[config.mk]
export PLATFORM = sky130hd
export DESIGN_NAME = packet_serializer
export DESIGN_NICKNAME = d
export VERILOG_FILES = /design/src/rtl/hdmi_packet_pkg.sv /design/src/rtl/bch_serial_ecc.sv /design/src/rtl/packet_serializer.sv
export SDC_FILE = /design/constraint.sdc
export NUM_CORES = 1
export LEC_CHECK = 0
export ABC_CLOCK_PERIOD_IN_PS = 5060
export CAP_MARGIN = 20
export CORE_UTILIZATION = 35
export CTS_CLUSTER_DIAMETER = 80
export DETAILED_ROUTE_END_ITERATION = 16
export GPL_ROUTABILITY_DRIVEN = 0
export SYNTH_ARGS = -nofsm -noshare
export SYNTH_HDL_FRONTEND = slang
export SYNTH_SLANG_ARGS = --single-unit
[constraint.sdc]
create_clock -name clk_pixel -period 5.06 [get_ports clk_pixel]
set_clock_uncertainty 0.1 [all_clocks]
set_input_delay 1.012 -clock clk_pixel [delete_from_list [all_inputs] [get_ports clk_pixel]]
set_output_delay 1.012 -clock clk_pixel [all_outputs]
set_load 0.01 [all_outputs]
[src/rtl/hdmi_packet_pkg.sv]
// Shared HDMI data-island packet constants, types and BCH helper.
// Used by the packet serializer and the TERC4/BCH checker.
package hdmi_packet_pkg;

   localparam int PACKET_PIXELS    = 32;
   localparam int HEADER_DATA_BITS = 24;
   localparam int SUB_DATA_BITS    = 56;
   localparam int NUM_SUBPACKETS   = 4;

   typedef logic [SUB_DATA_BITS-1:0] sub_t;

   // One LSB-first serial BCH update with data bit d.
   function automatic logic [7:0] bch_step(
      input logic [7:0] ecc,
      input logic       d,
      input logic [7:0] poly
   );
      return (ecc >> 1) ^ ((ecc[0] ^ d) ? poly : 8'h00);
   endfunction

endpackage

[src/rtl/bch_serial_ecc.sv]
// Serial BCH parity register, 1 or 2 data bits per cycle.
// Ports: step enable, seed (start from 0), freeze, clear, data, ecc.
module bch_serial_ecc
   import hdmi_packet_pkg::*;
#(
   parameter logic [7:0] POLY = 8'h83,
   parameter int         BITS = 1
) (
   input  logic       clk_pixel,
   input  logic       reset_n,
   input  logic       step,
   input  logic       seed,
   input  logic       freeze,
   input  logic       clear,
   input  logic [1:0] data,
   output logic [7:0] ecc
);

   logic [7:0] base;
   logic [7:0] s1;
   logic [7:0] s2;

   // data[0] is always consumed first (even bit in 2-bit mode).
   always_comb begin
      base = seed ? 8'h00 : ecc;
      s1   = bch_step(base, data[0], POLY);
      s2   = (BITS == 2) ? bch_step(s1, data[1], POLY) : s1;
   end

   always_ff @(posedge clk_pixel or negedge reset_n) begin
      if (!reset_n) begin
         ecc <= 8'h00;
      end else if (clear) begin
         ecc <= 8'h00;
      end else if (step && !freeze) begin
         ecc <= s2;
      end
   end

endmodule

[src/rtl/packet_serializer.sv]
// Streams a 24-bit header and four 56-bit subpackets as a 32-pixel
// data-island packet with BCH parity. Ports: enable, header, sub in;
// packet_data/valid/last/next/abort out, all registered.
module packet_serializer
   import hdmi_packet_pkg::*;
#(
   parameter logic [7:0] ECC_POLY     = 8'h83,
   parameter bit         ABORT_ON_GAP = 1'b1
) (
   input  logic                           clk_pixel,
   input  logic                           reset_n,
   input  logic                           data_island_period,
   input  logic [HEADER_DATA_BITS-1:0]    header,
   input  sub_t [NUM_SUBPACKETS-1:0]      sub,
   output logic [8:0]                     packet_data,
   output logic                           packet_valid,
   output logic                           packet_last,
   output logic                           packet_next,
   output logic                           packet_abort
);

   logic [4:0]                      cnt;
   logic [HEADER_DATA_BITS-1:0]     hdr_sh;
   sub_t [NUM_SUBPACKETS-1:0]       sub_sh;
   logic [HEADER_DATA_BITS-1:0]     hdr_src;
   sub_t [NUM_SUBPACKETS-1:0]       sub_src;
   logic [7:0]                      ecc_h;
   logic [NUM_SUBPACKETS-1:0][7:0]  ecc_s;
   logic [8:0]                      slice;
   logic                            first;
   logic                            hdr_par;
   logic                            sub_par;
   logic                            gap_abort;

   assign first     = (cnt == 5'd0);
   assign hdr_par   = (cnt >= 5'd24);
   assign sub_par   = (cnt >= 5'd28);
   assign gap_abort = ABORT_ON_GAP && !data_island_period && !first;

   // Pixel 0 reads the live inputs; later pixels read the shadows.
   assign hdr_src = first ? header : hdr_sh;
   assign sub_src = first ? sub : sub_sh;

   bch_serial_ecc #(
      .POLY (ECC_POLY),
      .BITS (1)
   ) u_ecc_h (
      .clk_pixel (clk_pixel),
      .reset_n   (reset_n),
      .step      (data_island_period),
      .seed      (first),
      .freeze    (hdr_par),
      .clear     (gap_abort),
      .data      ({1'b0, hdr_src[cnt]}),
      .ecc       (ecc_h)
   );

   for (genvar i = 0; i < NUM_SUBPACKETS; i++) begin : g_sub
      bch_serial_ecc #(
         .POLY (ECC_POLY),
         .BITS (2)
      ) u_ecc_s (
         .clk_pixel (clk_pixel),
         .reset_n   (reset_n),
         .step      (data_island_period),
         .seed      (first),
         .freeze    (sub_par),
         .clear     (gap_abort),
         .data      ({sub_src[i][{cnt, 1'b1}],
                      sub_src[i][{cnt, 1'b0}]}),
         .ecc       (ecc_s[i])
      );
   end

   // Parity pixels index the frozen ECC with the low counter bits:
   // 24..31 -> 0..7 for the header, 28..31 -> 0..3 pairs for subs.
   always_comb begin
      slice    = '0;
      slice[0] = hdr_par ? ecc_h[cnt[2:0]] : hdr_src[cnt];
      for (int i = 0; i < NUM_SUBPACKETS; i++) begin
         slice[1+i] = sub_par ? ecc_s[i][{cnt[1:0], 1'b0}]
                              : sub_src[i][{cnt, 1'b0}];
         slice[5+i] = sub_par ? ecc_s[i][{cnt[1:0], 1'b1}]
                              : sub_src[i][{cnt, 1'b1}];
      end
   end

   always_ff @(posedge clk_pixel or negedge reset_n) begin
      if (!reset_n) begin
         cnt          <= '0;
         hdr_sh       <= '0;
         sub_sh       <= '0;
         packet_data  <= '0;
         packet_valid <= 1'b0;
         packet_last  <= 1'b0;
         packet_next  <= 1'b0;
         packet_abort <= 1'b0;
      end else if (data_island_period) begin
         packet_data  <= slice;
         packet_valid <= 1'b1;
         packet_last  <= (cnt == 5'd31);
         packet_next  <= (cnt == 5'd31);
         packet_abort <= 1'b0;
         cnt          <= cnt + 5'd1;
         if (first) begin
            hdr_sh <= header;
            sub_sh <= sub;
         end
      end else begin
         packet_data  <= '0;
         packet_valid <= 1'b0;
         packet_last  <= 1'b0;
         packet_next  <= 1'b0;
         packet_abort <= gap_abort;
         if (gap_abort) begin
            cnt    <= '0;
            hdr_sh <= '0;
            sub_sh <= '0;
         end
      end
   end

endmodule

# After elaboration in Yosys (flattened, before gate mapping)
# Cells that the tools add are included.
[totals] register_bits=305 output_inout_bits=13 wordCells=135 in_bits=251
[classes] bitwise=18 magnitude_cmp=8 mux=81 reduce_logical=11 n_eq_ne=1 add_sub_neg=1
[ops] operator="$mux W224" count=3
[ops] operator="$mux W8" count=24
[ops] operator="$mux W24" count=3
[ops] operator="$xor A7 B8 Y8" count=9
[ops] operator="$bmux W1 S5" count=9
[ops] operator="$mux W1" count=30
[ops] operator="$bmux W1 S2" count=8
[ops] operator="$lt A6 B7 Y1 const B" count=2
[ops] operator="$lt A3 B4 Y1 const B" count=3
[ops] operator="$ge A5 B5 Y1 const B" count=2
[ops] operator="$mux W5" count=2
[ops] operator="$mux W9" count=1
[ops] operator="$xor A1 B1 Y1" count=9
[ops] operator="$lt A5 B6 Y1 const B" count=1
[ops] operator="$reduce_bool A2 Y1" count=3
[ops] operator="$add A5 B1 Y5 const B" count=1
[ops] operator="$eq A5 B5 Y1 const B" count=1
[ops] operator="$logic_not A5 Y1" count=1
[ops] operator="$logic_not A1 Y1" count=4
[ops] operator="$bmux W1 S3" count=1
[ops] operator="$logic_and A1 B1 Y1" count=3

# Depth between registers and ports, before layout
# Gate-level depths: netlist of the first run.
[logic_depth] depth_word=12 mapped_depth=18 depth_no_buf=11

# Hierarchy
# A second synthesis of the first run with hierarchy kept.
[unflattened] cells_unflattened=1865 area_unflattened_um2=17297.8
[modules_own_cells] mod="packet_serializer" cells_per_inst=1646 n_inst=1 area_each_um2=15072.0
[modules_own_cells] mod="bch_serial_ecc (g_sub[0].u_ecc_s ...)" cells_per_inst=43 n_inst=4 area_each_um2=446.7
[modules_own_cells] mod="bch_serial_ecc (u_ecc_h)" cells_per_inst=47 n_inst=1 area_each_um2=439.2

# Worst setup path after synthesis of the first run
# No wires, ideal clock.
[synth_timing] kind="register to register" startpoint="register cnt[0]" endpoint="register u_ecc_h.ecc[1]" setup_slack_ns=1.130 t_required_ns=4.838 t_arrival_ns=3.708 stages_incl_launch_ff=17 n_path_buf=6 path_cell_list="dfrtp_1 clkbuf_1 inv_2 clkbuf_1 ha_1 or4b_1 buf_2 buf_6 buf_6 buf_6 mux2i_1 mux4_2 mux2i_1 mux2i_1 mux2i_1 xnor2_1 a32o_1"
[synth_via] elab_chain_len=9 elab_cells_between_ends=16 classes_between="order compare: 1; mux: 7; bitwise: 2; reduce/logical: 6"
[synth_lines] element="start: declaration" line_no="packet_serializer.sv:22" text="logic [4:0] cnt;"
[synth_lines] element="start signal: assignment" line_no="packet_serializer.sv:104" text="cnt <= cnt + 5'd1;"
[synth_lines] element="$logic_not A5 Y1" line_no="packet_serializer.sv:35" text="assign first = (cnt == 5'd0);"
[synth_lines] element="$mux W24"
[synth_lines] element="$bmux W1 S5" line_no="packet_serializer.sv:54" text=".data ({1'b0, hdr_src[cnt]}),"
[synth_lines] element="$mux W1 (not written as such)" line_no="packet_serializer.sv:54"
[synth_lines] element="$xor A1 B1 Y1" line_no="hdmi_packet_pkg.sv:18" text="return (ecc >> 1) ^ ((ecc[0] ^ d) ? poly : 8'h00);"
[synth_lines] element="$mux W8" line_no="hdmi_packet_pkg.sv:18"
[synth_lines] element="$xor A7 B8 Y8" line_no="hdmi_packet_pkg.sv:18"
[synth_lines] element="$mux W8" line_no="bch_serial_ecc.sv:35" text="end else if (step && !freeze) begin"
[synth_lines] element="$mux W8" line_no="bch_serial_ecc.sv:33" text="end else if (clear) begin"
[synth_lines] element="end signal: assignment" line_no="bch_serial_ecc.sv:32" text="ecc <= 8'h00;"
[synth_lines] element="end signal: assignment" line_no="bch_serial_ecc.sv:34" text="ecc <= 8'h00;"
[synth_lines] element="end signal: assignment" line_no="bch_serial_ecc.sv:36" text="ecc <= s2;"
[synth_lines] element="end: declaration" line_no="bch_serial_ecc.sv:16" text="output logic [7:0] ecc"
# Parallel ways exist; a longest one is shown, timed or not. The select of a mux whose other input is x is not followed.
# A chain may end at the register's enable or synchronous reset.

# Worst setup path after layout of the first run
[layout_timing] startpoint="register cnt[1]" endpoint="register g_sub[1].u_ecc_s.ecc[1]"
[layout_via] elab_chain_len=12 elab_cells_between_ends=21 classes_between="order compare: 1; mux: 10; bitwise: 4; reduce/logical: 6"
[layout_lines] element="$logic_not A5 Y1" line_no="packet_serializer.sv:35"
[layout_lines] element="$mux W224"
[layout_lines] element="$bmux W1 S5" line_no="packet_serializer.sv:70" text="sub_src[i][{cnt, 1'b0}]}),"
[layout_lines] element="$mux W1 (not written as such)" line_no="packet_serializer.sv:70"
[layout_lines] element="$xor A1 B1 Y1" line_no="hdmi_packet_pkg.sv:18"
[layout_lines] element="$mux W8" line_no="hdmi_packet_pkg.sv:18"
[layout_lines] element="$xor A7 B8 Y8" line_no="hdmi_packet_pkg.sv:18"
[layout_lines] element="$xor A1 B1 Y1" line_no="hdmi_packet_pkg.sv:18"
[layout_lines] element="$mux W8" line_no="hdmi_packet_pkg.sv:18"
[layout_lines] element="$xor A7 B8 Y8" line_no="hdmi_packet_pkg.sv:18"
[layout_lines] element="$mux W8" line_no="bch_serial_ecc.sv:35"
[layout_lines] element="$mux W8" line_no="bch_serial_ecc.sv:33"
[layout_lines] element="end signal: assignment" line_no="bch_serial_ecc.sv:32"
[layout_lines] element="end signal: assignment" line_no="bch_serial_ecc.sv:34"
[layout_lines] element="end signal: assignment" line_no="bch_serial_ecc.sv:36"
[layout_lines] element="end: declaration" line_no="bch_serial_ecc.sv:16"
# Parallel ways exist; a longest one is shown, timed or not. The select of a mux whose other input is x is not followed.

==> metrics.txt, run 1 <==
Post-CTS Setup Inserts=0; mux contribution to synthesized area=~18%; Die H=around 220 um; core area=around 47000 sq um; via count=~15000; CTS Hold Buffers Added=0; register area=7640 sq um; endpoints failing setup=0; Worst Path Required=between 5000 and 6000 ps; placed cell count=~2500; post-route clock period utilization=between 80% and 90%; Post-Syn Area per Cell=approximately 10 sq um; CTS tree=built; sequential share of the synthesized area=a little under half; Starting Density=a little over a third; fin nets=between 2000 and 2500; synth warn=0; crit path max-delay cell type=or4b_4; H-tree depth=2; WS Path Type=reg2reg; Hold Crit Class=in2async; cts bufs inserted=36; CTS Sinks=a little over 300; max-slew violation count=0; PortBufs=263; initial antenna violation count=5; Synth Area in Compound Gates=a little under a fifth; XOR/XNOR Fraction of Synth Area=under 10%; Max Clk Rate=roughly 240 MHz; Via density=5.78; area delta synth->final=25.4%; pre-CTS setup slack=around 1000 ps; fill count=between 4000 and 5000; maxcap violations=0; Top Ports=264; Post-route DRC=0; Routed wire per std cell=between 20 and 25 um; status=finished, final reports clean; RSZ-0062 raised after global routing=no; TritonRoute pass-1 iters=5; ys async rst share=between 90% and 100%; most frequent cells in the layout=dfrtp_1, clkdlybuf4s50_1, nand2_1, mux2i_1, o21ai_0; met2 wire length=27.6 mm; simple-gate share of the synthesized area=11.7%; DRT iter0 DRCs=1605; peak supply drop=~310 uV; WL met1=about 26 mm; setup ws final=952 ps; Crit Path Max Fanout=36; DIE AREA=48800 sq um; Worst setup SP type=flop; row count=79; highest routed layer=met4; main combinational cell family by area after synthesis=compound AO/OA/AOI/OAI gates; fin cells=2528; element type at the critical path end=flop; Net Count, Synth=around 2000; routed wl met3=roughly 4.3 mm; CTS root buf=clkbuf_16; synth top area cells=dfrtp_1, mux2i_1, nand2_1; total track usage=between 20 and 25%; layout cells sized above 1=9.23%; Critical Path AT=roughly 4500 ps; CTS resizes=0; clock-pin transition on the worst setup and hold timing paths=60 ps; max_slew headroom=19.3%; Detailed Place HPWL=about 40 mm; area share of the largest cell type after synthesis=between 40% and 50%; Antenna Violating Nets Remaining=0; setup TNS=0 ps; die width=roughly 220 um; total grt overflow=0; min Tclk post-route=a little over 4000 ps; most common library cell in the layout ignoring fill and taps=dfrtp_1; synthesized flop and latch total=roughly 310; worst skew pair latency=550 ps; global-route wire length before repair=approximately 90 mm; power density cells=between 500 and 600 nW/um^2; area share of fa/ha/maj cells after synthesis=less than 1%; Static Leak=approximately 9 nW; actual slew at the worst max-slew pin=about 1200 ps; clock buffer depth=3; pin count of the biggest net entering global routing=166; post-synth top area cell=dfrtp_1; worst-path cell chain=inv_1 > ha_1 > or4b_4 > buf_4 > buf_4 > nand2_1 > nand2_1 > o21ai_0 > a21oi_1 > a21oi_2 > xor2_1 > xor3_1 > a22o_1; WL final=between 50 and 60 mm; post-synth cell types=73; vias in the first global route=roughly 14000; Final Hold Vio Count=0; top_reg_cell synth=dfrtp_1; Worst path max stage delay=730 ps; synthesized netlist cell count=1702; footprint of the multi-input gates=8390 sq um; Cell Area, Synth=16800 sq um; Post-synth EDFFs=0
==> Yosys cell counts (6+ instances only) <==
master,n
xnor2_1,18
nor3_1,10
buf_6,12
clkbuf_1,119
a21oi_1,47
a31oi_1,9
a22oi_1,9
mux2i_1,224
o21ai_0,157
and2_1,6
dfrtp_1,305
mux2_2,23
buf_1,15
mux4_2,18
nand2_1,243
nor2b_1,8
a221oi_1,9
a2111oi_0,6
o211ai_1,13
nor2_1,30
xor2_1,14
a31o_2,9
nand3_1,115
a22o_1,49
a211oi_1,9
buf_2,16
inv_1,8
o22ai_1,105
==> per-layer routing <==
layer / track usage [%] / up-vias
met5: 0 / -
met4: 9.38 / 0
met3: 4.13 / 99
met2: 38.3 / 621
met1: 32.8 / 7247
li1: - / 6641
==> final timing paths <==
path | from | to | slack [ps] | cells after the start
hold reg to reg | sub_sh[44]$_DFFE_PN0P_ | sub_sh[44]$_DFFE_PN0P_ | 400 | 1
min in group clk_pixel | sub_sh[44]$_DFFE_PN0P_ | sub_sh[44]$_DFFE_PN0P_ | 400 | 1
setup reg to reg | cnt[1]$_DFFE_PN0P_ | g_sub[1].u_ecc_s.ecc[1]$_DFFE_PN0P_ | 950 | 13
hold / removal | reset_n | hdr_sh[20]$_DFFE_PN0P_ | 370 | 1
setup / recovery | cnt[1]$_DFFE_PN0P_ | g_sub[1].u_ecc_s.ecc[1]$_DFFE_PN0P_ | 950 | 13
max in group asynchronous | reset_n | sub_sh[71]$_DFFE_PN0P_ | 3310 | 2
==> registers in the layout, summed over array words and instances, names as in the netlist <==
signal	flops
packet_data	9
u_ecc_h.ecc	8
packet_next	1
g_sub.u_ecc_s.ecc	32
hdr_sh	24
cnt	5
packet_valid	1
packet_abort	1
sub_sh	224
==> critical path, delay by kind of cell (launching register included) <==
kind / cells / cell delay (ps)
and+or+nand+nor: 3 / 920
AOI/OAI and AO/OA: 4 / 910
buffers and inverters: 3 / 690
xor gates and xnor gates: 2 / 650
DFF: 1 / 400
adders and majority gates: 1 / 270
==> area by class of cell <==
type / count / share of cell area, %
flip-flops and latches: 305 / 36.3
repair buffers: 319 / 14.8
well taps: 607 / 3.61
clock inverters: 3 / 0.0714
inverters: 10 / 0.214
clock buffers: 58 / 5.06
diodes: 3 / 0.0357
multi-input cells: 1223 / 39.9
==> stage by stage <==
| stage | area [sq um] | hold WS [ps] | utilization (%) | total power [mW] |
|---|---|---|---|---|
| 4_1_cts | 21000 | 398 | 44.8 | 12.4 |
| 3_5_place_dp | 19900 | 378 | 42.5 | 9.89 |
| 5_1_grt | 21000 | 409 | 44.8 | 13.1 |
| 6_report | 21000 | 367 | 44.8 | 12.4 |
| 2_1_floorplan | 16800 | 357 | - | 8.12 |
| 3_3_place_gp | 19900 | 380 | 42.5 | 9.71 |
==> where the power goes <==
group,switching (mW),internal (mW),total (mW)
combinational,3.30,2.58,5.88
sequential,0.662,3.38,4.04
clock,1.03,1.43,2.46
total,4.99,7.39,12.4
==> cells by family after synthesis <==
| kind of cell | after synthesis |
|---|---|
| fa+ha+maj | 3 |
| flops | 305 |
| simple gates | 442 |
| mux | 270 |
| xor+xnor | 34 |
| compound gates | 474 |
| buf+inv | 174 |
(Power assumes the default switching activity.)
==> run 2: changes to the inputs <==
Settings changed: ABC_CLOCK_PERIOD_IN_PS 5060 to 3700.
Clock period 5.06 ns to 3.7 ns, I/O delays scaled along.
==> run 2 against run 1 <==
Effect of this change:
- worst setup slack got worse by 820 ps
- non-clock buffer count increased by 28
- maximum frequency increased by 15%
- final cell count increased by 1.2%
- critical endpoint is now g_sub[3].u_ecc_s.ecc[0]$_DFFE_PN0P_
==> metrics.txt, run 2 (synthesized netlist as in run 1, its figures left out) <==
endpoints failing setup=0 (unchanged); PortBufs=263 (unchanged); setup ws final=129 ps (-823 ps); final hold slack=113 ps (-254 ps); crit path max-delay cell type=or4b_4; row count=79 (unchanged); DIE AREA=48800 sq um (unchanged); Antenna Violating Nets Remaining=0 (unchanged); Final Hold Vio Count=0 (unchanged); total power=17.5 mW (+42%); CP most frequent cell=xor2_1; RSZ-0062 raised after global routing=no; WS Path Type=reg2reg; Top Ports=264 (unchanged); Detailed Place HPWL=40.8 mm (+0.98%); pre-CTS setup slack=10.8 ps (-1010 ps); final instance area=21600 sq um (+2.6%); Crit Path Max Fanout=32 (-11%); placed cell count=2488 (+0.97%); peak supply drop=382 uV (+25%); Via density=5.70 (-1.4%); die width=221 um (unchanged); initial antenna violation count=3 (-2); Worst path max stage delay=600 ps (-130 ps); cts bufs inserted=37 (+2.8%); CTS Sinks=305 (unchanged); total track usage=24.1% (-0.070 points); Static Leak=9.34 nW (+3.0%); Critical Path AT=3900 ps (-550 ps); fin cells=2559 (+1.2%); CTS root buf=clkbuf_16; TritonRoute pass-1 iters=5 (unchanged); Layout Utilization=46.0% (+1.2 points); total grt overflow=0 (unchanged); Worst setup SP type=flop; most frequent cells in the layout=dfrtp_1, clkdlybuf4s50_1, nand2_1, mux2i_1, o21ai_0; most common library cell in the layout ignoring fill and taps=dfrtp_1; power density cells=813 nW/um^2 (+38%); area delta synth->final=28.7%; Max Clk Rate=280 MHz (+15%); Die H=221 um (unchanged); Hold Crit Class=in2async; min Tclk post-route=3570 ps (-537 ps); post-route clock period utilization=96.5% (+15 points); max reg flops=224 (unchanged); highest routed layer=met5; H-tree depth=2 (unchanged); Starting Density=35.7% (unchanged); clock buffer depth=3 (unchanged); clock-pin transition on the worst setup and hold timing paths=60 ps (about the same); cell area after placement=20300 sq um (+1.7%); Largest Register=sub_sh; Routed wire per std cell=23.2 um (-1.5%); Worst Path Required=4030 ps (-1370 ps); maxcap violations=0 (unchanged); pin count of the biggest net entering global routing=116 (-30%); WL met1=26.0 mm (+1.3%); fill count=4335 (-0.69%); max-slew violation count=0 (unchanged); element type at the critical path end=flop; setup TNS=0 ps (unchanged); via count=14600 (-0.23%); max_slew headroom=39.4% (+20 points); status=finished, final reports clean; fin nets=2178 (+1.3%); layout cells sized above 1=11.4% (+2.2 points); worst skew pair latency=550 ps (about the same); DRT iter0 DRCs=1359 (-15%); routed wl met3=3.80 mm (-11%); CTS tree=built; worst-path cell chain=inv_1 > ha_1 > or4b_4 > buf_12 > mux2_4 > mux2_2 > a311oi_1 > a2bb2oi_2 > xor2_1 > mux2i_4 > xor2_1 > o21ai_1; vias in the first global route=14300 (+0.0070%); WL final=59.4 mm (-0.29%); Post-route DRC=0 (unchanged); top flop regs=sub_sh (224), g_sub.u_ecc_s.ecc (32), hdr_sh (24); global-route wire length before repair=90.0 mm (-0.24%); core area=47000 sq um (unchanged); actual slew at the worst max-slew pin=909 ps (-298 ps); met2 wire length=27.6 mm (about the same)
[run 2: worst paths after layout]
| check | start | end | slack (ps) | cells after the start |
|---|---|---|---|---|
| worst max-delay path | cnt[1]$_DFFE_PN0P_ | g_sub[3].u_ecc_s.ecc[0]$_DFFE_PN0P_ | 130 | 12 |
| worst min register to register | sub_sh[14]$_DFFE_PN0P_ | sub_sh[14]$_DFFE_PN0P_ | 400 | 1 |
| worst max register to register | cnt[1]$_DFFE_PN0P_ | g_sub[3].u_ecc_s.ecc[0]$_DFFE_PN0P_ | 130 | 12 |
| min in group clk_pixel | data_island_period | packet_valid$_DFF_PN0_ | 310 | 1 |
| worst min-delay path | reset_n | hdr_sh[17]$_DFFE_PN0P_ | 110 | 1 |
| max in group asynchronous | reset_n | sub_sh[85]$_DFFE_PN0P_ | 2440 | 2 |
[run 2: timing repair]
action                                  in CTS  in global routing
buffers inserted                             0                  3
hold buffers                                 0                  0
resized for setup                            0                  9
endpoints found under the hold margin        0                  0
endpoints found under the setup margin       0                 11
[run 2: power by group]
group | internal (mW) | switching, mW
Combinational | 3.81 | 4.51
Clock | 2.19 | 1.48
Sequential | 4.62 | 0.935
Total | 10.6 | 6.92
[run 2: worst max-delay path: cells and delay by family, from the launching register on]
kind / cells / cell delay [ps]
multiplexers: 3 / 820
AND/OR/NAND/NOR: 1 / 600
AO/OA/AOI/OAI: 3 / 580
flip-flops: 1 / 420
XOR/XNOR: 2 / 410
buffers and inverters: 2 / 320
adder cells (fa/ha/maj): 1 / 160
[run 2: final cells by class]
class	instances	area, sq um	area share (%)
timing repair buffer	347	3490	16.2
antenna	2	5.00	0.0232
clock inverter	10	108	0.499
sequential	305	7640	35.4
clock buffer	55	1100	5.08
tap	607	759	3.52
multi-input combinational	1223	8440	39.1
inverter	10	45.0	0.209
[run 2: layer usage]
layer	GRT usage (%)	vias to the layer above
li1	-	6717
met1	32.9	7218
met2	38.4	550
met3	3.78	87
met4	9.11	2
met5	0	-
